File: src/rtl/ch_est_frame_ctrl_if.sv
// rtl/ch_est_frame_ctrl_if.sv - upstream/downstream bus bundle for ch_est_frame_ctrl (CH_EST_FRM_STAT_EN adds stats)
interface ch_est_frame_ctrl_if #(
  parameter int SC_W  = 8,
  parameter int SYM_W = 8
);
  logic [31:0]      DAT_I;
  logic             CYC_I;
  logic             STB_I;
  logic             WE_I;
  logic             ACK_O;
  logic [SYM_W-1:0] NSYM_I;
  logic [31:0]      DAT_O;
  logic             CYC_O;
  logic             STB_O;
  logic             WE_O;
  logic             ACK_I;
  logic             PRE_O;
  logic [SC_W-1:0]  SC_IDX_O;
  logic [SYM_W-1:0] SYM_IDX_O;
  logic             FRM_ERR_O;
`ifdef CH_EST_FRM_STAT_EN
  logic [15:0]      FRM_CNT_O;
  logic [7:0]       ERR_CNT_O;
`endif

  modport slave (
`ifdef CH_EST_FRM_STAT_EN
    output FRM_CNT_O, output ERR_CNT_O,
`endif
    input  DAT_I, input CYC_I, input STB_I, input WE_I, input NSYM_I, input ACK_I,
    output ACK_O, output DAT_O, output CYC_O, output STB_O, output WE_O,
    output PRE_O, output SC_IDX_O, output SYM_IDX_O, output FRM_ERR_O
  );

  modport master (
`ifdef CH_EST_FRM_STAT_EN
    input  FRM_CNT_O, input ERR_CNT_O,
`endif
    output DAT_I, output CYC_I, output STB_I, output WE_I, output NSYM_I, output ACK_I,
    input  ACK_O, input DAT_O, input CYC_O, input STB_O, input WE_O,
    input  PRE_O, input SC_IDX_O, input SYM_IDX_O, input FRM_ERR_O
  );
endinterface

File: src/rtl/ch_est_frame_ctrl.sv
// rtl/ch_est_frame_ctrl.sv - frame scheduler ahead of the channel estimator; CH_EST_FRM_STAT_EN adds frame/error counters
module ch_est_frame_ctrl #(
  parameter int NFFT  = 256,
  parameter int SC_W  = 8,
  parameter int SYM_W = 8
) (
  input logic               CLK_I,
  input logic               RST_I,
  ch_est_frame_ctrl_if.slave bus
);
  typedef enum logic [2:0] {IDLE, PRE, DATA, DRAIN, FLUSH} state_e;

  localparam logic [SC_W-1:0] SC_LAST = SC_W'(NFFT - 1);

  state_e           state_q;
  logic [SC_W-1:0]  sc_q;
  logic [SYM_W-1:0] sym_q;
  logic [SYM_W-1:0] nsym_q;
  logic [31:0]      dat_q;
  logic             stb_q;
  logic             cyc_q;
  logic             pre_q;
  logic [SC_W-1:0]  sc_idx_q;
  logic [SYM_W-1:0] sym_idx_q;
  logic             err_q;
  logic             flushed_q;
`ifdef CH_EST_FRM_STAT_EN
  logic             trunc_q;
  logic [15:0]      frm_cnt_q;
  logic [7:0]       err_cnt_q;
`endif

  logic ack;
  logic xfer_in;
  logic xfer_out;
  logic empty;
  logic fwd;

  always_comb begin
    ack = 1'b0;
    case (state_q)
      PRE, DATA: ack = ~stb_q | bus.ACK_I;
      FLUSH:     ack = 1'b1;
      default:   ack = 1'b0;
    endcase
  end

  assign xfer_in  = bus.CYC_I & bus.STB_I & bus.WE_I & ack;
  assign xfer_out = stb_q & bus.ACK_I;
  assign empty    = ~stb_q | xfer_out;
  assign fwd      = xfer_in & ((state_q == PRE) | (state_q == DATA));

  always_ff @(posedge CLK_I or negedge RST_I) begin
    if (!RST_I) begin
      state_q   <= IDLE;
      sc_q      <= '0;
      sym_q     <= '0;
      nsym_q    <= '0;
      dat_q     <= '0;
      stb_q     <= 1'b0;
      cyc_q     <= 1'b0;
      pre_q     <= 1'b0;
      sc_idx_q  <= '0;
      sym_idx_q <= '0;
      err_q     <= 1'b0;
      flushed_q <= 1'b0;
`ifdef CH_EST_FRM_STAT_EN
      trunc_q   <= 1'b0;
      frm_cnt_q <= '0;
      err_cnt_q <= '0;
`endif
    end else begin
      err_q <= 1'b0;

      // Output stage: a load wins over a drain so back-to-back transfers leave no bubble.
      if (fwd) begin
        dat_q     <= bus.DAT_I;
        stb_q     <= 1'b1;
        pre_q     <= (state_q == PRE);
        sc_idx_q  <= sc_q;
        sym_idx_q <= sym_q;
      end else if (xfer_out) begin
        stb_q <= 1'b0;
      end

      case (state_q)
        IDLE: begin
          if (bus.CYC_I) begin
            nsym_q    <= bus.NSYM_I;
            sc_q      <= '0;
            sym_q     <= '0;
            cyc_q     <= 1'b1;
            state_q   <= PRE;
`ifdef CH_EST_FRM_STAT_EN
            trunc_q   <= 1'b0;
`endif
          end
        end

        PRE, DATA: begin
          if (!bus.CYC_I) begin
            err_q   <= 1'b1;
            state_q <= DRAIN;
`ifdef CH_EST_FRM_STAT_EN
            trunc_q <= 1'b1;
`endif
          end else if (xfer_in) begin
            if (sc_q == SC_LAST) begin
              sc_q <= '0;
              // sym_q is 0 during the preamble, so nsym=0 ends the frame right after it.
              if (sym_q == nsym_q) begin
                state_q <= DRAIN;
              end else begin
                sym_q   <= sym_q + SYM_W'(1);
                state_q <= DATA;
              end
            end else begin
              sc_q <= sc_q + SC_W'(1);
            end
          end
        end

        DRAIN: begin
          if (empty) begin
            cyc_q     <= 1'b0;
            flushed_q <= 1'b0;
            state_q   <= bus.CYC_I ? FLUSH : IDLE;
`ifdef CH_EST_FRM_STAT_EN
            if (!trunc_q) frm_cnt_q <= frm_cnt_q + 16'd1;
`endif
          end
        end

        FLUSH: begin
          if (xfer_in && !flushed_q) begin
            err_q     <= 1'b1;
            flushed_q <= 1'b1;
          end
          if (!bus.CYC_I) state_q <= IDLE;
        end

        default: state_q <= IDLE;
      endcase

`ifdef CH_EST_FRM_STAT_EN
      if (err_q && (err_cnt_q != 8'hFF)) err_cnt_q <= err_cnt_q + 8'd1;
`endif
    end
  end

  assign bus.ACK_O     = ack;
  assign bus.DAT_O     = dat_q;
  assign bus.CYC_O     = cyc_q;
  assign bus.STB_O     = stb_q;
  assign bus.WE_O      = stb_q;
  assign bus.PRE_O     = pre_q;
  assign bus.SC_IDX_O  = sc_idx_q;
  assign bus.SYM_IDX_O = sym_idx_q;
  assign bus.FRM_ERR_O = err_q;
`ifdef CH_EST_FRM_STAT_EN
  assign bus.FRM_CNT_O = frm_cnt_q;
  assign bus.ERR_CNT_O = err_cnt_q;
`endif
endmodule
File: src/flat_wrapper.sv
// flat-port wrapper written by rule: the top's interface ports become plain ports
module ch_est_frame_ctrl_flat 
#(
  parameter int NFFT  = 256,
  parameter int SC_W  = 8,
  parameter int SYM_W = 8
)
  (CLK_I, RST_I, bus_DAT_I, bus_CYC_I, bus_STB_I, bus_WE_I, bus_NSYM_I, bus_ACK_I, bus_ACK_O, bus_DAT_O, bus_CYC_O, bus_STB_O, bus_WE_O, bus_PRE_O, bus_SC_IDX_O, bus_SYM_IDX_O, bus_FRM_ERR_O);
  ch_est_frame_ctrl_if #(.SC_W(SC_W), .SYM_W(SYM_W)) bus_i ();
  input logic CLK_I;
  input logic RST_I;
  input wire logic [$bits(bus_i.DAT_I)-1:0] bus_DAT_I;
  input wire logic [$bits(bus_i.CYC_I)-1:0] bus_CYC_I;
  input wire logic [$bits(bus_i.STB_I)-1:0] bus_STB_I;
  input wire logic [$bits(bus_i.WE_I)-1:0] bus_WE_I;
  input wire logic [$bits(bus_i.NSYM_I)-1:0] bus_NSYM_I;
  input wire logic [$bits(bus_i.ACK_I)-1:0] bus_ACK_I;
  output wire logic [$bits(bus_i.ACK_O)-1:0] bus_ACK_O;
  output wire logic [$bits(bus_i.DAT_O)-1:0] bus_DAT_O;
  output wire logic [$bits(bus_i.CYC_O)-1:0] bus_CYC_O;
  output wire logic [$bits(bus_i.STB_O)-1:0] bus_STB_O;
  output wire logic [$bits(bus_i.WE_O)-1:0] bus_WE_O;
  output wire logic [$bits(bus_i.PRE_O)-1:0] bus_PRE_O;
  output wire logic [$bits(bus_i.SC_IDX_O)-1:0] bus_SC_IDX_O;
  output wire logic [$bits(bus_i.SYM_IDX_O)-1:0] bus_SYM_IDX_O;
  output wire logic [$bits(bus_i.FRM_ERR_O)-1:0] bus_FRM_ERR_O;
  assign bus_i.DAT_I = bus_DAT_I;
  assign bus_i.CYC_I = bus_CYC_I;
  assign bus_i.STB_I = bus_STB_I;
  assign bus_i.WE_I = bus_WE_I;
  assign bus_i.NSYM_I = bus_NSYM_I;
  assign bus_i.ACK_I = bus_ACK_I;
  assign bus_ACK_O = bus_i.ACK_O;
  assign bus_DAT_O = bus_i.DAT_O;
  assign bus_CYC_O = bus_i.CYC_O;
  assign bus_STB_O = bus_i.STB_O;
  assign bus_WE_O = bus_i.WE_O;
  assign bus_PRE_O = bus_i.PRE_O;
  assign bus_SC_IDX_O = bus_i.SC_IDX_O;
  assign bus_SYM_IDX_O = bus_i.SYM_IDX_O;
  assign bus_FRM_ERR_O = bus_i.FRM_ERR_O;
  ch_est_frame_ctrl #(.NFFT(NFFT), .SC_W(SC_W), .SYM_W(SYM_W)) u_core (.CLK_I(CLK_I), .RST_I(RST_I), .bus(bus_i));
endmodule
File: config.mk
export PLATFORM = sky130hd
export DESIGN_NAME = ch_est_frame_ctrl_flat
export DESIGN_NICKNAME = d
export VERILOG_FILES = /design/src/rtl/ch_est_frame_ctrl_if.sv /design/src/rtl/ch_est_frame_ctrl.sv /design/src/flat_wrapper.sv
export SDC_FILE = /design/constraint.sdc
export NUM_CORES = 1
export LEC_CHECK = 0
export ABC_AREA = 1
export CAP_MARGIN = 10
export CORE_AREA = 2 2 87 89
export CTS_BUF_LIST = sky130_fd_sc_hd__clkbuf_2 sky130_fd_sc_hd__clkbuf_4 sky130_fd_sc_hd__clkbuf_8
export CTS_CLUSTER_DIAMETER = 200
export DETAILED_ROUTE_END_ITERATION = 7
export DIE_AREA = 0 0 89 91
export GPL_TIMING_DRIVEN = 0
export PLACE_DENSITY = 0.88
export RECOVER_POWER = 100
export SETUP_SLACK_MARGIN = 0.02
export SYNTH_ARGS = -nofsm -noshare
export SYNTH_HDL_FRONTEND = slang
export SYNTH_SLANG_ARGS = --single-unit
File: constraint.sdc
create_clock -name CLK_I -period 4.65 [get_ports CLK_I]
set_input_delay 0.93 -clock CLK_I [delete_from_list [all_inputs] [get_ports CLK_I]]
set_output_delay 0.93 -clock CLK_I [all_outputs]
set_load 0.005 [all_outputs]
==> run metrics, run 1 <==
outcome finished, violations left; failing checks max-capacitance violations, max-slew violations; slowest stage delay, CP between 0.5 and 0.6 ns; Synth warnings 0; port bufs 98; Mapped Cells 419; P_leak 0.002475 uW; flop2flop setup slack 1.88 ns; prevailing post-synth register cell dfrtp_1; syn_nets 467; Crit Path Class input pin to primary output; filler cell count 607; Slew HR -0.08954; Setup violations, final 0; fraction of registers with async set/reset 1.000; startpoint types input pin; critical path peak fanout 3; Hold Buf Count CTS 0; clock transition at the registers of the reported paths 0.08 ns; post-layout net count 577; most frequent cells after synthesis nand2_1 (182), dfrtp_1 (80), inv_1 (25); DRC errors left 0; post-synthesis sequential area ratio 0.5378; die width 89 um; full die area 8099 um^2; Critical Path RT roughly 3.7 ns; crit path capture type primary output; fin worst setup slack 1.334 ns; Routed Antenna Nets 0; final WL between 7000 and 8000 um; setup bufs post-CTS 0; fin area 4870 um^2; Hold Worst Slack 0.4690 ns; #FFs+latches synth 80; DP Area ~4900 um^2; gr ovfl total 0; area of the core 7137 um^2; FF-to-FF path depth 9; MaxCap Viol Count 1; TritonCTS sink count 80; Clk Latency, worst-skew pair 0.35 ns; DRT iter0 DRCs 161; CTS tree built; area grow syn2layout 30.82%; Endpoint, Worst Hold u_core.bus.DAT_O[13]; unrepaired setup endpoints after global routing false; Clock Tree Buf Depth 2; Yosys cell types 30; top post-synthesis cells by area dfrtp_1 (54%), nand2_1 (18%), inv_1 (2.5%); worst slew pin tran 1.634 ns; post-synth top area share 0.5378; post-route minimum period 3.316 ns; slowest stage cell, crit path dlygate4sd3_1; Peak VDD IR 0.0002524 V; Buffers & Inverters on Critical Path 3; reg2reg end u_core.bus.PRE_O; Critical Path, Cell by Cell dlygate4sd3_1, inv_1, nand2_1, nand3_1, nand2_1, dlygate4sd3_1; Layout Cells excl Fill 633; DPL Wire Length 5920 um; effective utilization at floorplan 0.5216; Yosys top cell by area dfrtp_1; min-delay worst type register to register; top cell family by delay on the critical path buffers and inverters; n_diodes 0; Inst Count DP 617; antenna violations before repair 0; Synth Area per Inst 8.884 um^2; R2R Path Start u_core.state_q[1]; drt pass-1 iters 5; Power Density 573.2 nW/um^2; vias in the first global route 2914; CTS H-tree depth 3; top-count cell post-synth nand2_1; I/O pin count 100; Syn Std Cell Area about 3700 um^2; period utilization 0.7130; share of layout cells above drive strength 1 0.07491; placer congestion estimate 0.8799; Fin Clk Skew 0.008554 ns; EDFF count, synth 0; largest net degree at the start of global routing 69; root buf cell clkbuf_8; hold_sp u_core.bus.DAT_O[13]; Die Ht 91 um; first-pass GRT wire length ~13000 um; Final Max Tran Viols 69; per-cell routed wire length 12.59 um; CTS Buf Count 9; hold path cells 2; f_max around 300 MHz; Arr. time, crit path 2.39 ns; Site Rows 31; Worst Setup Slack post-DPL between 1 and 1.5 ns; post_cts resized 0; via count 3074; gr usage total 0.2009; Final Hold Fails 0; Via-to-Cell Ratio 4.856
[per-stage QoR]
stage,util,TNS [ns],power [uW]
after floorplan,-,0,1862
after global placement,0.6764,-2.735,2432
after detailed placement,0.6799,0,2496
after CTS,0.7079,0,3014
after global routing,0.6823,0,2999
final,0.6823,0,2791
[worst max-delay path by stage]
| stage | startpoint | endpoint | slack [ns] | cells past startpoint |
|---|---|---|---|---|
| after global routing | bus_ACK_I | bus_ACK_O | 1.26 | 6 |
| final | bus_ACK_I | bus_ACK_O | 1.33 | 6 |
| after detailed placement | bus_ACK_I | bus_ACK_O | 1.48 | 6 |
| after floorplan | bus_ACK_I | bus_ACK_O | 2.50 | 4 |
| after CTS | bus_ACK_I | bus_ACK_O | 1.48 | 6 |
| after global placement | RST_I | u_core.bus.DAT_O[29] | -0.04 | 1 |
[power breakdown]
group | total, uW | switching (uW) | internal, uW | leakage, uW
clock network | 513 | 256 | 257 | 0.000100
registers | 1150 | 174 | 978 | 0.00104
logic | 1130 | 567 | 559 | 0.00134
total | 2790 | 997 | 1790 | 0.00248
[layer usage]
layer  vias up  track usage  part of all wire
met5         -            0                 0
met4         0      0.07338            0.0080
met3         7      0.04182             0.074
met2       100       0.3333              0.48
met1      1442       0.2574              0.44
li1       1525            -                 -
[cell type report]
class / count / area [um^2] / area share
inverters: 28 / 106.4 / 0.02184
plain buffers: 14 / 77.57 / 0.01593
flip-flops and latches: 80 / 2002 / 0.4111
repair buffers: 99 / 979.7 / 0.2012
well taps: 99 / 123.9 / 0.02544
clock inverters: 6 / 68.82 / 0.01413
clock buffers: 10 / 131.4 / 0.02698
multi-input cells: 297 / 1380 / 0.2834
[cell usage in the layout, fill, tap and decap left out, drive strengths merged, types with 4 or more instances in the layout]
cell           count
nor2              28
clkdlybuf4s50     41
nand2            190
clkinv             4
o21ai             29
dfrtp             80
a21oi              5
buf                6
xnor2              8
clkbuf            20
xor2               5
nand4              6
dlygate4sd3       56
mux2               8
inv               27
nand3             10
[tightest hold or removal path, cell delays in order (launching register included)]
cell	delay, ns
dfrtp_1	0.34
nand2_1	0.05
nand2_1	0.05
[sequential cells by signal (all words and copies together), names as in the netlist]
signal	flops
u_core.bus.FRM_ERR_O	1
u_core.nsym_q	8
u_core.bus.DAT_O	32
u_core.bus.CYC_O	1
u_core.sc_q	8
u_core.sym_q	8
u_core.bus.PRE_O	1
u_core.bus.SC_IDX_O	8
u_core.bus.SYM_IDX_O	8
u_core.state_q	3
u_core.flushed_q	1
u_core.bus.STB_O	1
[cells by family (layout without fill, tap and decap cells)]
logic type,Yosys count,in the layout,synth area share
simple gates,238,238,0.2750
flops,80,80,0.5378
buf+inv,42,157,0.06286
compound gates,36,36,0.06286
xor+xnor,13,13,0.03059
mux,8,8,0.02420
fa+ha+maj,2,2,0.006722
Note: power is estimated with default switching activity, not from simulation.
==> inputs of run 2 (changes only) <==
- CORE_AREA: 2 2 87 89 -> 2 2 94 96
- DIE_AREA: 0 0 89 91 -> 0 0 96 98
- PLACE_DENSITY: 0.88 -> 0.8
- clock period: 4.65 -> 3.05 ns (I/O delays scaled with it)
==> run 2 against run 1 <==
  * The run still ends with max-capacitance violations, max-slew violations left
  * Total power grew 57%
  * First-iteration DRC count shrank 11%
  * Clock power grew 76%
  * Critical path depth grew 2
  * Routed wire length shrank 5.3%
  * Register-to-register slack lost 1.4 ns
  * Count of clock-buffer cells in the layout grew 2
  * Sequential power grew 52%
==> run metrics, run 2 (synthesis gave the netlist of run 1 again) <==
DRC errors left 0; clock transition at the registers of the reported paths ~0.080 ns; Critical Path RT 3.27 ns; CTS Buf Count 9; antenna violations before repair 0; fin worst setup slack 0.4583 ns; unrepaired setup endpoints after global routing false; P_leak 0.002530 uW; slowest stage delay, CP 0.65 ns; critical path peak fanout 10; area grow syn2layout 33.82%; most frequent cells in the layout nand2_1 (185), dfrtp_1 (80), dlygate4sd3_1 (54); FF-to-FF path depth 8; Storage cell area 2002 um^2; crit path capture type register; post_cts resized 0; Site Rows 34; CTS tree built; failing checks max-capacitance violations, max-slew violations; Final Hold Fails 0; f_max 385.8 MHz; commonest non-fill, non-tap cell in the layout nand2_1; die width 96 um; DPL Wire Length 5670 um; startpoint types register; vias in the first global route 3045; per-cell routed wire length 11.75 um; Design Power ~4400 uW; Worst Setup Slack post-DPL between 0.5 and 0.6 ns; Die Ht 98 um; post-layout net count 577; setup bufs post-CTS 0; n_diodes 0; worst slew pin tran 1.947 ns; Clk Latency, worst-skew pair 0.34 ns; Buffers & Inverters on Critical Path 3; outcome finished, violations left; root buf cell clkbuf_8; gr usage total 0.1720; Slew HR -0.2979; CP most frequent cell nor2_1; number of flip-flops under the largest register name 32; post-route minimum period 2.592 ns; Crit Path Class register to register; first-pass GRT wire length 13030 um; Hold Buf Count CTS 0; Power Density 877.8 nW/um^2; critical path depth 8; TritonCTS sink count 80; full die area roughly 9400 um^2; period utilization 0.8497; Via-to-Cell Ratio 4.737; Final TNS setup 0 ns; Critical Path, Cell by Cell nor2_1, nor2_1, inv_1, nor2_1, inv_4, clkbuf_1, nand2_1, o21ai_0; largest net degree at the start of global routing between 40 and 50; effective utilization at floorplan 0.4397; slowest stage cell, crit path nor2_1; drt pass-1 iters 4; DRT iter0 DRCs 143; Final Max Tran Viols 35; Setup violations, final 0; placer congestion estimate 0.8055; area of the multi-input gates around 1400 um^2; min-delay worst type register to register; Finished Core Util 0.5884; Clock Tree Buf Depth 2; Fin Clk Skew approximately 0.0058 ns; via count 3041; MaxCap Viol Count 1; Arr. time, crit path approximately 2.8 ns; port bufs approximately 100; CTS H-tree depth 3; I/O pin count 100; top cell family by delay on the critical path simple AND/OR/NAND/NOR gates; Peak VDD IR 0.0003239 V; share of layout cells above drive strength 1 0.08989; area of the core 8466 um^2; gr ovfl total 0; filler cell count approximately 770; hold path cells 2; final WL 7545 um; Routed Antenna Nets 0
==> run 2: worst paths after layout <==
| check | startpoint | end | slack [ns] |
|---|---|---|---|
| max | u_core.state_q[1] | u_core.bus.SC_IDX_O[5] | 0.46 |
| min | u_core.bus.DAT_O[11] | u_core.bus.DAT_O[11] | 0.47 |
| max reg2reg | u_core.state_q[1] | u_core.bus.SC_IDX_O[5] | 0.46 |
| min reg2reg | u_core.bus.DAT_O[11] | u_core.bus.DAT_O[11] | 0.47 |
| max in group asynchronous | RST_I | u_core.sc_q[6] | 1.12 |
| min in group asynchronous | RST_I | u_core.bus.DAT_O[20] | 0.80 |
==> run 2: layer usage <==
metal | vias to the layer above | wire length [um] | global-route usage | share of wire
met4 | 0 | 89 | 0.05275 | 0.012
met3 | 9 | 410 | 0.04552 | 0.054
met5 | - | 0 | 0 | 0
met1 | 1424 | 3385 | 0.2108 | 0.45
met2 | 71 | 3660 | 0.2933 | 0.49
li1 | 1537 | - | - | -
==> run 2: metrics by stage <==
step	std cells	hold slack [ns]	instance area (um^2)
final	642	0.4682	4981
after global routing	642	0.4930	4981
after CTS	642	0.2194	5102
after detailed placement	626	0.4586	4863
after global placement	625	0.4530	4838
after floorplan	419	0.3144	3722
==> run 2: layout make-up <==
class	count	area share
Sequential cell	80	0.4019
Clock buffer	12	0.03316
Tap cell	108	0.02713
Inverter	28	0.02160
Timing Repair Buffer	99	0.2012
Clock inverter	4	0.01482
Buffer	14	0.01934
Multi-Input combinational cell	297	0.2808
==> run 2: worst reg2reg max path: cells and delay by family, from the launching register on <==
kind / cells / cell delay, ns
AO/OA/AOI/OAI: 1 / 0.08
buffers and inverters: 3 / 0.53
flip-flops: 1 / 0.46
AND/OR/NAND/NOR: 4 / 1.41
==> run 2: where the power goes <==
group / leakage, uW / internal (uW) / switching [uW]
combinational: 0.00137 / 867 / 848
sequential: 0.00104 / 1490 / 262
clock: 0.000123 / 530 / 374
total: 0.00253 / 2890 / 1480
==> inputs of run 3 (changes only) <==
- clock period: 3.05 -> 2.1 ns (I/O delays scaled with it)
==> run 3 against run 2 <==
  * The flow now finishes without violations
  * First-iteration DRC count grew 3.5%
  * Critical endpoint is now bus_ACK_O
  * Global-route usage grew 0.080 points
  * Sequential power grew 46%
  * Cell count grew 0.16%
  * Via count is the same
  * Worst hold slack lost 0.28 ns
  * Critical path depth shrank 2
  * Core utilization grew 0.77 points
  * Flip-flop and latch count is the same
==> run metrics, run 3 (synthesis gave the netlist of run 1 again) <==
outcome complete, no violations; Setup violations, final 0; post-layout net count 578; most frequent cells in the layout nand2_1 (184), dfrtp_1 (79), dlygate4sd3_1 (54); Inst Count DP 626; antenna violations before repair 0; MaxCap Viol Count 0; Final Hold Fails 0; crit path capture type primary output; placer congestion estimate about 0.8; unrepaired setup endpoints after global routing false; worst slew pin tran 0.9098 ns; Arr. time, crit path 1.48 ns; area grow syn2layout 35.56%; Final Max Tran Viols 0; n_diodes 0; Final TNS setup 0 ns; Power Density 1283 nW/um^2; vias in the first global route 3057; gr ovfl total 0; Die Ht between 90 and 100 um; f_max 525.6 MHz; via count 3041; full die area 9408 um^2; number of flip-flops under the largest register name 32; DRC errors left 0; period utilization 0.9060; critical path peak fanout 3; final WL 7524 um; startpoint types input pin; DPL Wire Length 5670 um; P_leak 0.002569 uW; min-delay worst type input pin to async pin; Clock Tree Buf Depth 2; fin worst setup slack 0.1974 ns; CTS H-tree depth 3; Routed Antenna Nets 0; I/O pin count 100; Worst Setup Slack post-DPL -0.06342 ns; share of layout cells above drive strength 1 0.1047; Via-to-Cell Ratio 4.729; Site Rows 34; commonest non-fill, non-tap cell in the layout nand2_1; Hold Worst Slack slightly below 0.2 ns; per-cell routed wire length 11.70 um; Layout Cells excl Fill around 640; DRT iter0 DRCs 148; drt pass-1 iters 4; CTS tree built; effective utilization at floorplan 0.4397; DP Area 4863 um^2; die width ~96 um; Hold Buf Count CTS 0; Clk Latency, worst-skew pair 0.34 ns; fin area 5046 um^2; Crit Path Class input pin to primary output; root buf cell clkbuf_8; Slew HR 0.3935; port bufs 98; Critical Path RT 1.68 ns; largest net degree at the start of global routing 47; Fin Clk Skew 0.004249 ns; TritonCTS sink count 80; first-pass GRT wire length 13090 um; post-route minimum period ~1.9 ns; gr usage total 0.1728; CTS Buf Count 9; area of the core between 8000 and 9000 um^2; clock transition at the registers of the reported paths roughly 0.08 ns; Peak VDD IR 0.0004768 V
## run 3: where the power goes
part	internal, uW	switching, uW
Sequential	2170	390
Combinational	1320	1280
Clock	770	545
## run 3: layout make-up
class / count / area [um^2]
Buffer: 14 / 126.4
Clock buffer: 12 / 165.2
Clock inverter: 4 / 73.82
Fill cell: 761 / 3420
Inverter: 28 / 107.6
Multi-Input combinational cell: 297 / 1425
Sequential cell: 80 / 2003
Tap cell: 108 / 135.1
Timing Repair Buffer: 100 / 1010
## run 3: per-layer routing
layer	global-route usage	routed length (um)
met1	0.2108	3325
met2	0.2959	3647
met3	0.04552	433
met5	0	0
met4	0.05275	116
## run 3: worst paths after layout
check | start | endpoint | slack [ns] | depth (start not counted)
max in group asynchronous | RST_I | u_core.bus.SYM_IDX_O[1] | 1.19 | 2
worst min-delay path | RST_I | u_core.bus.DAT_O[20] | 0.19 | 1
worst max-delay path | bus_ACK_I | bus_ACK_O | 0.20 | 6
worst max register to register | u_core.state_q[1] | u_core.bus.SC_IDX_O[4] | 0.28 | 10
worst min register to register | u_core.bus.DAT_O[11] | u_core.bus.DAT_O[11] | 0.47 | 2
min in group CLK_I | bus_CYC_I | u_core.bus.FRM_ERR_O | 0.39 | 2
## run 3: timing repair
| item | CTS | global route |
|---|---|---|
| gates resized for setup | 4 | 0 |
| buffers inserted | 1 | 0 |
| endpoints found under the setup margin | 1 | 0 |
## run 3: metrics by stage
stage / power, uW / util
floorplan: 4122 / -
global placement: 5399 / 0.5715
CTS: 6853 / 0.6041
global route: 7016 / 0.5961
detailed placement: 5504 / 0.5745
finish: 6475 / 0.5961
## run 3: critical path, stage by stage
cell             delay [ns]
clkdlybuf4s50_1        0.46
inv_1                  0.05
nand2_1                0.10
nand3_1                0.14
nand2_4                0.08
dlygate4sd2_1          0.23
